<file path="src/rtl/multi_driver_arbiter.sv">
// multi_driver_arbiter: N request channels share one registered result.
// One channel wins per cycle (fixed priority or round-robin, with bounded
// lock retention); its operands are combined by its own op and registered.
// A saturating counter tracks cycles with more than one requester.
module multi_driver_arbiter #(
  parameter int unsigned N_CH     = 4,
  parameter int unsigned WIDTH    = 8,
  parameter int unsigned MAX_HOLD = 4,
  parameter int unsigned CNT_W    = 16,
  localparam int unsigned IDW     = $clog2(N_CH)
) (
  input  logic                    clk_in,
  input  logic                    rst_n_in,
  input  logic [N_CH-1:0]         req_in,
  input  logic [N_CH-1:0]         lock_in,
  input  logic [N_CH*WIDTH-1:0]   a_in,
  input  logic [N_CH*WIDTH-1:0]   b_in,
  input  logic [N_CH*2-1:0]       op_in,
  input  logic                    prio_mode_in,
  input  logic                    clr_in,
  output logic [WIDTH-1:0]        y_out,
  output logic                    y_valid_out,
  output logic [N_CH-1:0]         gnt_out,
  output logic [IDW-1:0]          src_id_out,
  output logic [CNT_W-1:0]        conflict_cnt_out
);

  localparam int unsigned HOLD_W = $clog2(MAX_HOLD + 1);
  localparam logic [HOLD_W-1:0] HOLD_MAX = HOLD_W'(MAX_HOLD);
  localparam logic [IDW:0]      NCH_L    = (IDW+1)'(N_CH);

  typedef logic [IDW-1:0] id_t;
  typedef enum logic [1:0] {
    OP_NOT = 2'd0,
    OP_XOR = 2'd1,
    OP_AND = 2'd2,
    OP_OR  = 2'd3
  } op_t;

  // Registered state
  logic [WIDTH-1:0]  y_q;
  logic              valid_q;
  logic [N_CH-1:0]   gnt_q;
  id_t               src_q;
  logic [CNT_W-1:0]  cnt_q;
  logic              own_vld_q;
  id_t               own_id_q;
  logic [HOLD_W-1:0] hold_q;
  id_t               rr_ptr_q;

  // Combinational arbitration results
  logic              keep_d;
  logic              found_d;
  id_t               win_d;
  logic [N_CH-1:0]   cand_d;
  logic [N_CH-1:0]   own_oh;
  logic [WIDTH-1:0]  res_d;
  logic [N_CH-1:0]   gnt_d;
  logic              contend_d;

  // Per-channel operand unpacking
  logic [WIDTH-1:0]  a_arr  [N_CH];
  logic [WIDTH-1:0]  b_arr  [N_CH];
  op_t               op_arr [N_CH];

  for (genvar g = 0; g < int'(N_CH); g++) begin : g_unpack
    assign a_arr[g]  = a_in[g*WIDTH +: WIDTH];
    assign b_arr[g]  = b_in[g*WIDTH +: WIDTH];
    assign op_arr[g] = op_t'(op_in[g*2 +: 2]);
  end

  assign own_oh    = N_CH'(1) << own_id_q;
  assign contend_d = $countones(req_in) > 1;

  // Pick the winner: locked owner retention, else fixed/RR search with the
  // owner masked out once its hold budget is spent and someone else waits.
  always_comb begin
    logic [IDW:0] idx;
    keep_d  = 1'b0;
    found_d = 1'b0;
    win_d   = '0;
    cand_d  = req_in;
    idx     = '0;
    if (own_vld_q && req_in[own_id_q] && lock_in[own_id_q] && (hold_q < HOLD_MAX)) begin
      keep_d  = 1'b1;
      found_d = 1'b1;
      win_d   = own_id_q;
    end else begin
      if (own_vld_q && (hold_q == HOLD_MAX) && ((req_in & ~own_oh) != '0)) begin
        cand_d = req_in & ~own_oh;
      end
      if (prio_mode_in) begin
        for (int unsigned i = 0; i < N_CH; i++) begin
          if (!found_d && cand_d[id_t'(i)]) begin
            found_d = 1'b1;
            win_d   = id_t'(i);
          end
        end
      end else begin
        for (int unsigned k = 1; k <= N_CH; k++) begin
          idx = {1'b0, rr_ptr_q} + (IDW+1)'(k);
          if (idx >= NCH_L) idx = idx - NCH_L;
          if (!found_d && cand_d[idx[IDW-1:0]]) begin
            found_d = 1'b1;
            win_d   = idx[IDW-1:0];
          end
        end
      end
    end
  end

  // Apply the winner's op to its operands
  always_comb begin
    res_d = '0;
    gnt_d = '0;
    unique case (op_arr[win_d])
      OP_NOT:  res_d = ~a_arr[win_d];
      OP_XOR:  res_d = a_arr[win_d] ^ b_arr[win_d];
      OP_AND:  res_d = a_arr[win_d] & b_arr[win_d];
      OP_OR:   res_d = a_arr[win_d] | b_arr[win_d];
      default: res_d = '0;
    endcase
    if (found_d) gnt_d = N_CH'(1) << win_d;
  end

  // Register outputs, ownership, hold count, RR pointer and conflict counter
  always_ff @(posedge clk_in or negedge rst_n_in) begin
    if (!rst_n_in) begin
      y_q       <= '0;
      valid_q   <= 1'b0;
      gnt_q     <= '0;
      src_q     <= '0;
      cnt_q     <= '0;
      own_vld_q <= 1'b0;
      own_id_q  <= '0;
      hold_q    <= '0;
      rr_ptr_q  <= id_t'(N_CH - 1);
    end else begin
      if (clr_in) begin
        cnt_q <= '0;
      end else if (contend_d && (cnt_q != '1)) begin
        cnt_q <= cnt_q + 1'b1;
      end
      if (found_d) begin
        y_q       <= res_d;
        valid_q   <= 1'b1;
        gnt_q     <= gnt_d;
        src_q     <= win_d;
        own_vld_q <= 1'b1;
        own_id_q  <= win_d;
        hold_q    <= keep_d ? hold_q + 1'b1 : HOLD_W'(1);
        rr_ptr_q  <= win_d;
      end else begin
        valid_q   <= 1'b0;
        gnt_q     <= '0;
        own_vld_q <= 1'b0;
        hold_q    <= '0;
      end
    end
  end

  assign y_out            = y_q;
  assign y_valid_out      = valid_q;
  assign gnt_out          = gnt_q;
  assign src_id_out       = src_q;
  assign conflict_cnt_out = cnt_q;

endmodule

</file>
<file path="config.mk">
export PLATFORM = sky130hd
export DESIGN_NAME = multi_driver_arbiter
export DESIGN_NICKNAME = d
export VERILOG_FILES = /design/src/rtl/multi_driver_arbiter.sv
export SDC_FILE = /design/constraint.sdc
export NUM_CORES = 1
export LEC_CHECK = 0
export CORE_MARGIN = 2
export CORE_UTILIZATION = 48
export CTS_CLUSTER_SIZE = 8
export DETAILED_ROUTE_END_ITERATION = 6
export GPL_TIMING_DRIVEN = 0
export PLACE_DENSITY = 0.87
export SLEW_MARGIN = 20
export SYNTH_ARGS = -nofsm -noshare
export SYNTH_HDL_FRONTEND = slang
export SYNTH_SLANG_ARGS = --single-unit
</file>
<file path="constraint.sdc">
create_clock -name clk_in -period 5 [get_ports clk_in]
set_input_delay 1 -clock clk_in [delete_from_list [all_inputs] [get_ports clk_in]]
set_output_delay 1 -clock clk_in [all_outputs]
set_load 0.01 [all_outputs]
</file>
==> results.toml, run 1 <==
[floorplanning]
area_of_the_die_um2 = 6640
chipHeight_um = 81.5
floorplan.initialDensity_pct = 49.3
top_level_ports = 115
design.core.area_um2 = 5850
horizontal_die_dimension_um = 81.5
number_of_core_rows = 28

[pwr]
power.static_leakage_nw = 1.72
peakVddDrop_v = 0.000319
power.total_mw = 2.10
power_density_nw_per_um2 = 499

[placed_design]
gpl.final_weighted_congestion = 0.882
dpl_cell_area_um2 = 4110
post-dp-hpwl_um = 6720
pre_cts_ws_ns = 0.774
io_buffer_count = 111

[timing]
timing_max_transition_violations_final = 0
timing.final.hold_violations = 0
final.setup.worst_slack_ns = 1.00
fin_tns_setup_ns = 0
final.period_utilization_pct = 80.0
worst-slew-pin-transition_ns = 0.584
setup_repair_after_global_routing_missed_its_margin = "false"
relSlewSlack_pct = 61.1
clock.fmax_mhz = 250
layout_min_cycle_time_ns = 4.00
timing.clock.skew_ns = 0.00713
setup_viol_count_final = 0

[global_routing]
grt_use_total_pct = 27.1
pin_count_of_the_biggest_net_entering_global_routing = 20
first_pass_grt_wire_length_um = 13800
grt_antenna_before_repair = 0
globalRoute.totalOverflow = 0
number_of_global_route_vias_before_repair = 2995

[detailed_routing]
vias_per_cell = 5.88
detail_route.iter0.violations = 174
wirelength_um = 8770
first_pass_iters = 5
drcViolationCount = 0
wl_per_cell_um = 16.5
drtAntennaViolNets = 0
dr_total_vias = 3122

[logic_synthesis]
synth.net_count = 432
async_reset_ff_share_pct = 100
netlist_area_um2 = 2880
synth.distinct_cells = 56
synth_seq_cells = 36
synth_cells = 336
synth.yosys.seq_area_share_pct = 31.3
avgSynthCellArea_um2 = 8.58
synth_edf_count = 0
ys_dominant_reg_cell = "dfrtp_1"
yosys_warnings = 0

[finish]
commonest_non_fill_non_tap_cells_in_the_layout = "clkdlybuf4s50_1 (110), nand2_1 (63), dfrtp_1 (34)"
final_layout_size_suffix_gt1_share_pct = 11.2
areaGrowthSynthToFinish_pct = 45.8
utilization_pct = 71.8
num-nets-final = 551
num_antenna_cells = 0
layout.cell_area.non_filler_um2 = 4200
layout_commonest_cell = "clkdlybuf4s50_1"
num-fill-cells = 456

[clock_tree]
clock_sinks = 36
cts_hold_repair.buffers = 0
clockRootBuffer = "clkbuf_8"
cts_htree_levels = 2
clk_pin_slew_worst_paths_ns = 0.07
cts_buffers = 5
worstSkewPairLatency_ns = 0.30
post_cts_resize_count = 0
cts_post_setup_buffers_inserted = 0
cts_max_path_buffers = 2
cts_tree = "done"

[hold_path]
start_point_of_the_worst_min_delay_path = "rr_ptr_q[0]"
hold_path_depth = 2
worstHoldEndpoint = "rr_ptr_q[0]"
worst_hold_path_type = "flip-flop to flip-flop"

[critical_path]
timing_worst_setup_path_type = "input pin to flip-flop"
worst-r2r-cell-count = 14
type_of_destination_of_the_critical_path = "flip-flop"
crit-reg2reg-launch = "hold_q[0]"
timing.critical_path.arrival_ns = 4.22
reg2reg_setup_slack_ns = 1.59
crit_path_start_kind = "input pin"
crit_fanout = 10
critical_path.reg2reg.endpoint = "y_out[0]"
critical_path_required_ns = 5.22

[run]
drv.max_cap_violation_count = 0

[status]
outcome = "completed"
## area by class of cell
type | count | area (µm²) | share of cell area [%]
Inverter | 8 | 30.0 | 0.714
Multi-Input combinational cell | 271 | 1800 | 42.8
Tap cell | 75 | 93.8 | 2.23
Sequential cell | 36 | 903 | 21.5
Timing Repair Buffer | 112 | 1130 | 27.0
Buffer | 21 | 150 | 3.57
Clock inverter | 2 | 10.0 | 0.238
Clock buffer | 6 | 82.6 | 1.96
## routing by layer
| metal | track usage, % | up-vias | part of all wire (%) |
|---|---|---|---|
| li1 | - | 1473 | - |
| met1 | 33.4 | 1482 | 40 |
| met2 | 46.3 | 137 | 50 |
| met3 | 5.38 | 30 | 6.8 |
| met4 | 11.2 | 0 | 3.4 |
| met5 | 0 | - | 0 |
## state kept, by name, summed over array words and instances (netlist names)
signal,flops
conflict_cnt_out,16
gnt_out,4
hold_q,3
own_id_q,2
own_vld_q,1
rr_ptr_q,2
y_out,8
## critical path, cell delays in order
cell and delay [ns]:
clkdlybuf4s50_1 0.53, nor2_1 0.29, a211oi_1 0.14, o22ai_1 0.20, o211a_2 0.28, a21o_1 0.15
buf_6 0.14, clkbuf_1 0.46, nand2_1 0.12, a32o_1 0.26, ha_1 0.19, nor3_1 0.22
a211oi_1 0.09, a211oi_2 0.15
## through the flow
step / hold slack, ns / instances
after floorplan: 0.448 / 336
after global placement: 0.470 / 522
after detailed placement: 0.477 / 523
after CTS: 0.489 / 531
after global routing: 0.505 / 531
final: 0.490 / 531
## cells by family (layout without fill, tap and decap cells)
group,Yosys count,count (layout),share of synthesized area [%]
xor+xnor,13,13,3.95
fa+ha+maj,12,12,5.47
simple gates,142,142,22.6
buf+inv,29,149,6.25
mux,6,6,2.08
compound gates,98,98,28.3
flops,36,36,31.3
## synth_stat cells (3+ instances only)
cell	number	area, µm²
mux2i_1	6	60.1
xnor2_1	4	35.0
buf_2	6	30.0
xor2_1	9	78.8
clkbuf_1	5	18.8
or3_1	11	68.8
a211oi_1	19	143
nand4_1	4	25.0
and2_1	3	18.8
a32o_2	5	56.3
nand2_1	63	236
nor3_1	12	60.1
o21ai_0	5	25.0
nor2_1	32	120
dfrtp_1	34	851
ha_1	11	138
nand3_1	7	35.0
o31ai_1	4	30.0
buf_6	6	67.6
a211oi_2	8	100
a21oi_1	26	130
and3_1	3	18.8
inv_1	7	26.3
a22o_1	4	35.0
a32o_1	7	70.1
## worst max path at each step
stage	end	from	cells past startpoint	slack, ns
floorplan	y_out[5]	req_in[0]	12	1.50
global placement	y_out[5]	req_in[3]	12	0.84
detailed placement	y_out[0]	req_in[1]	13	0.77
CTS	y_out[0]	req_in[1]	14	1.07
global route	y_out[5]	req_in[3]	12	0.87
finish	y_out[0]	req_in[1]	14	1.0
## where the power goes
group          switching [mW]  leakage (nW)  internal [mW]
logic                   0.764          1.22          0.677
registers              0.0624         0.457          0.380
clock network           0.105        0.0510          0.110
(Power assumes the default switching activity.)
==> run 2: changes to the inputs <==
--- a/config.mk
+++ b/config.mk
@@ -6,11 +6,11 @@
 export NUM_CORES = 1
 export LEC_CHECK = 0
 export CORE_MARGIN = 2
-export CORE_UTILIZATION = 48
+export CORE_UTILIZATION = 40
 export CTS_CLUSTER_SIZE = 8
 export DETAILED_ROUTE_END_ITERATION = 6
 export GPL_TIMING_DRIVEN = 0
-export PLACE_DENSITY = 0.87
+export PLACE_DENSITY = 0.78
 export SLEW_MARGIN = 20
 export SYNTH_ARGS = -nofsm -noshare
 export SYNTH_HDL_FRONTEND = slang
==> constraint.sdc (replaced) <==
create_clock -name clk_in -period 3.56 [get_ports clk_in]
set_input_delay 0.712 -clock clk_in [delete_from_list [all_inputs] [get_ports clk_in]]
set_output_delay 0.712 -clock clk_in [all_outputs]
set_load 0.01 [all_outputs]
==> run 2 against run 1 <==
  * Total power increased by 45%
  * Register-to-register slack got worse by 1.2 ns
  * Clock skew about the same
  * Non-clock buffer count increased by 7
  * Wire length increased by 0.54%
  * Sequential cell count unchanged
  * Worst hold slack got worse by 0.25 ns
  * Count of clock-buffer cells in the layout decreased by 1
  * Cell count increased by 5.3%
==> results.toml, run 2 (synthesis results as in run 1) <==
[finish]
num_antenna_cells = 0
num-nets-final = 558
utilization_pct = 63.0
final_layout_size_suffix_gt1_share_pct = 14.9
layout_commonest_cell = "clkdlybuf4s50_1"
largest_register_ff_count = 16
layout.cell_area.non_filler_um2 = 4330
fin_cells = 559
areaGrowthSynthToFinish_pct = 50.1
commonest_non_fill_non_tap_cells_in_the_layout = "clkdlybuf4s50_1 (108), nand2_1 (63), dfrtp_1 (34)"

[timing]
layout_min_cycle_time_ns = 3.35
finalHoldWorstSlack_ns = 0.242
timing_max_transition_violations_final = 0
final.period_utilization_pct = 94.1
relSlewSlack_pct = 65.3
fin_tns_setup_ns = 0
setup_viol_count_final = 0
final.setup.worst_slack_ns = 0.209
clock.fmax_mhz = 298
worst-slew-pin-transition_ns = 0.518
setup_repair_after_global_routing_missed_its_margin = "false"
timing.clock.skew_ns = 0.00743
timing.final.hold_violations = 0

[critical_path]
timing_worst_setup_path_type = "input pin to flip-flop"
crit_fanout = 10
type_of_destination_of_the_critical_path = "flip-flop"
critical_path.n_buffers_inverters = 4
crit_path_start_kind = "input pin"
timing.critical_path.arrival_ns = 3.56
crit_path_top_delay_cell = "clkdlybuf4s50_1"
critical_path_required_ns = 3.77
cp_top_family = "compound AO/OA/AOI/OAI gates"
path_cells = "clkdlybuf4s50_1, nand3_1, a2111oi_4, a31o_2, nand2_1, and2_1, buf_6, buf_6, buf_2, a32o_1, ha_1, nor3_1, a211oi_2, a211oi_2"
cp_slowest_stage_delay_ns = 0.45

[placed_design]
gpl.final_weighted_congestion = 0.941
dp_cells = 544
post-dp-hpwl_um = 6760
pre_cts_ws_ns = -0.424
dpl_cell_area_um2 = 4130
io_buffer_count = 111

[floorplanning]
design.core.area_um2 = 6870
number_of_core_rows = 30
chipHeight_um = 88.9
horizontal_die_dimension_um = 88.9
top_level_ports = 115
area_of_the_die_um2 = 7900
floorplan.initialDensity_pct = 42.0

[pwr]
peakVddDrop_v = 0.000382
power_density_nw_per_um2 = 703
power.total_mw = 3.04
power.static_leakage_nw = 1.79

[detailed_routing]
first_pass_iters = 4
wl_per_cell_um = 15.8
dr_total_vias = 3093
wirelength_um = 8820
drtAntennaViolNets = 0
vias_per_cell = 5.53
drcViolationCount = 0
detail_route.iter0.violations = 192

[global_routing]
pin_count_of_the_biggest_net_entering_global_routing = 33
first_pass_grt_wire_length_um = 14100
grt_antenna_before_repair = 0
grt_use_total_pct = 23.1
number_of_global_route_vias_before_repair = 3032
globalRoute.totalOverflow = 0

[clock_tree]
cts_tree = "done"
worstSkewPairLatency_ns = 0.30
clockRootBuffer = "clkbuf_8"
cts_buffers = 5
clock_sinks = 36
cts_htree_levels = 2
cts_max_path_buffers = 2
clk_pin_slew_worst_paths_ns = 0.08
cts_hold_repair.buffers = 0

[status]
outcome = "completed"

[hold_path]
worst_hold_path_type = "input pin to asynchronous set/reset pin"

[run]
drv.max_cap_violation_count = 0
## run 2: cell count changes in the layout (fill, tap and decap cells not counted), moves of 2 or more
cell,before,now
buf_4,2,9
a211oi_1,19,15
a211oi_2,8,12
clkbuf_1,5,2
clkbuf_2,0,2
clkdlybuf4s50_1,110,108
clkinv_2,2,0
clkinvlp_4,0,2
dlymetal6s2s_1,0,2
## run 2: worst paths after layout
check | start | to | slack, ns | cells after the start
max reg2reg | hold_q[0] | y_out[3] | 0.36 | 14
max | lock_in[2] | y_out[3] | 0.21 | 14
min reg2reg | hold_q[0] | hold_q[0] | 0.49 | 1
min | rst_n_in | y_out[5] | 0.24 | 1
max in group asynchronous | rst_n_in | rr_ptr_q[0] | 2.85 | 2
min in group clk_in | hold_q[0] | hold_q[0] | 0.49 | 1
## run 2: what timing repair did
action / 4_1_cts / 5_1_grt
pin swaps: 3 / 2
resized for setup: 3 / 14
endpoints found under the setup margin: 8 / 8
setup buffers: 3 / 4
## run 2: area by class of cell
class | count | area [µm²]
Inverter | 8 | 30.0
Multi-Input combinational cell | 271 | 1840
Tap cell | 96 | 120
Clock buffer | 5 | 68.8
Fill cell | 578 | 2540
Sequential cell | 36 | 903
Buffer | 21 | 154
Timing Repair Buffer | 119 | 1180
Clock inverter | 3 | 23.8
## run 2: report_power, final
group	internal, mW	switching, mW
Sequential	0.533	0.0892
Clock	0.139	0.162
Combinational	1.02	1.10
Total	1.69	1.35
## run 2: layer usage
layer  global-route usage (%)  vias to the layer above  wire (µm)
li1                         -                     1478          -
met1                     28.4                     1472       3720
met2                     40.9                      127       4390
met3                     5.45                       16        578
met4                     5.65                        0        138
met5                        0                        -          0
==> run 3: changes to the inputs <==
--- a/config.mk
+++ b/config.mk
@@ -7,6 +7,7 @@
 export LEC_CHECK = 0
 export CORE_MARGIN = 2
 export CORE_UTILIZATION = 40
+export CTS_CLUSTER_DIAMETER = 120
 export CTS_CLUSTER_SIZE = 8
 export DETAILED_ROUTE_END_ITERATION = 6
 export GPL_TIMING_DRIVEN = 0
==> results of run 3 <==
The final DEF is identical to that of run 2; final timing and power are the same.
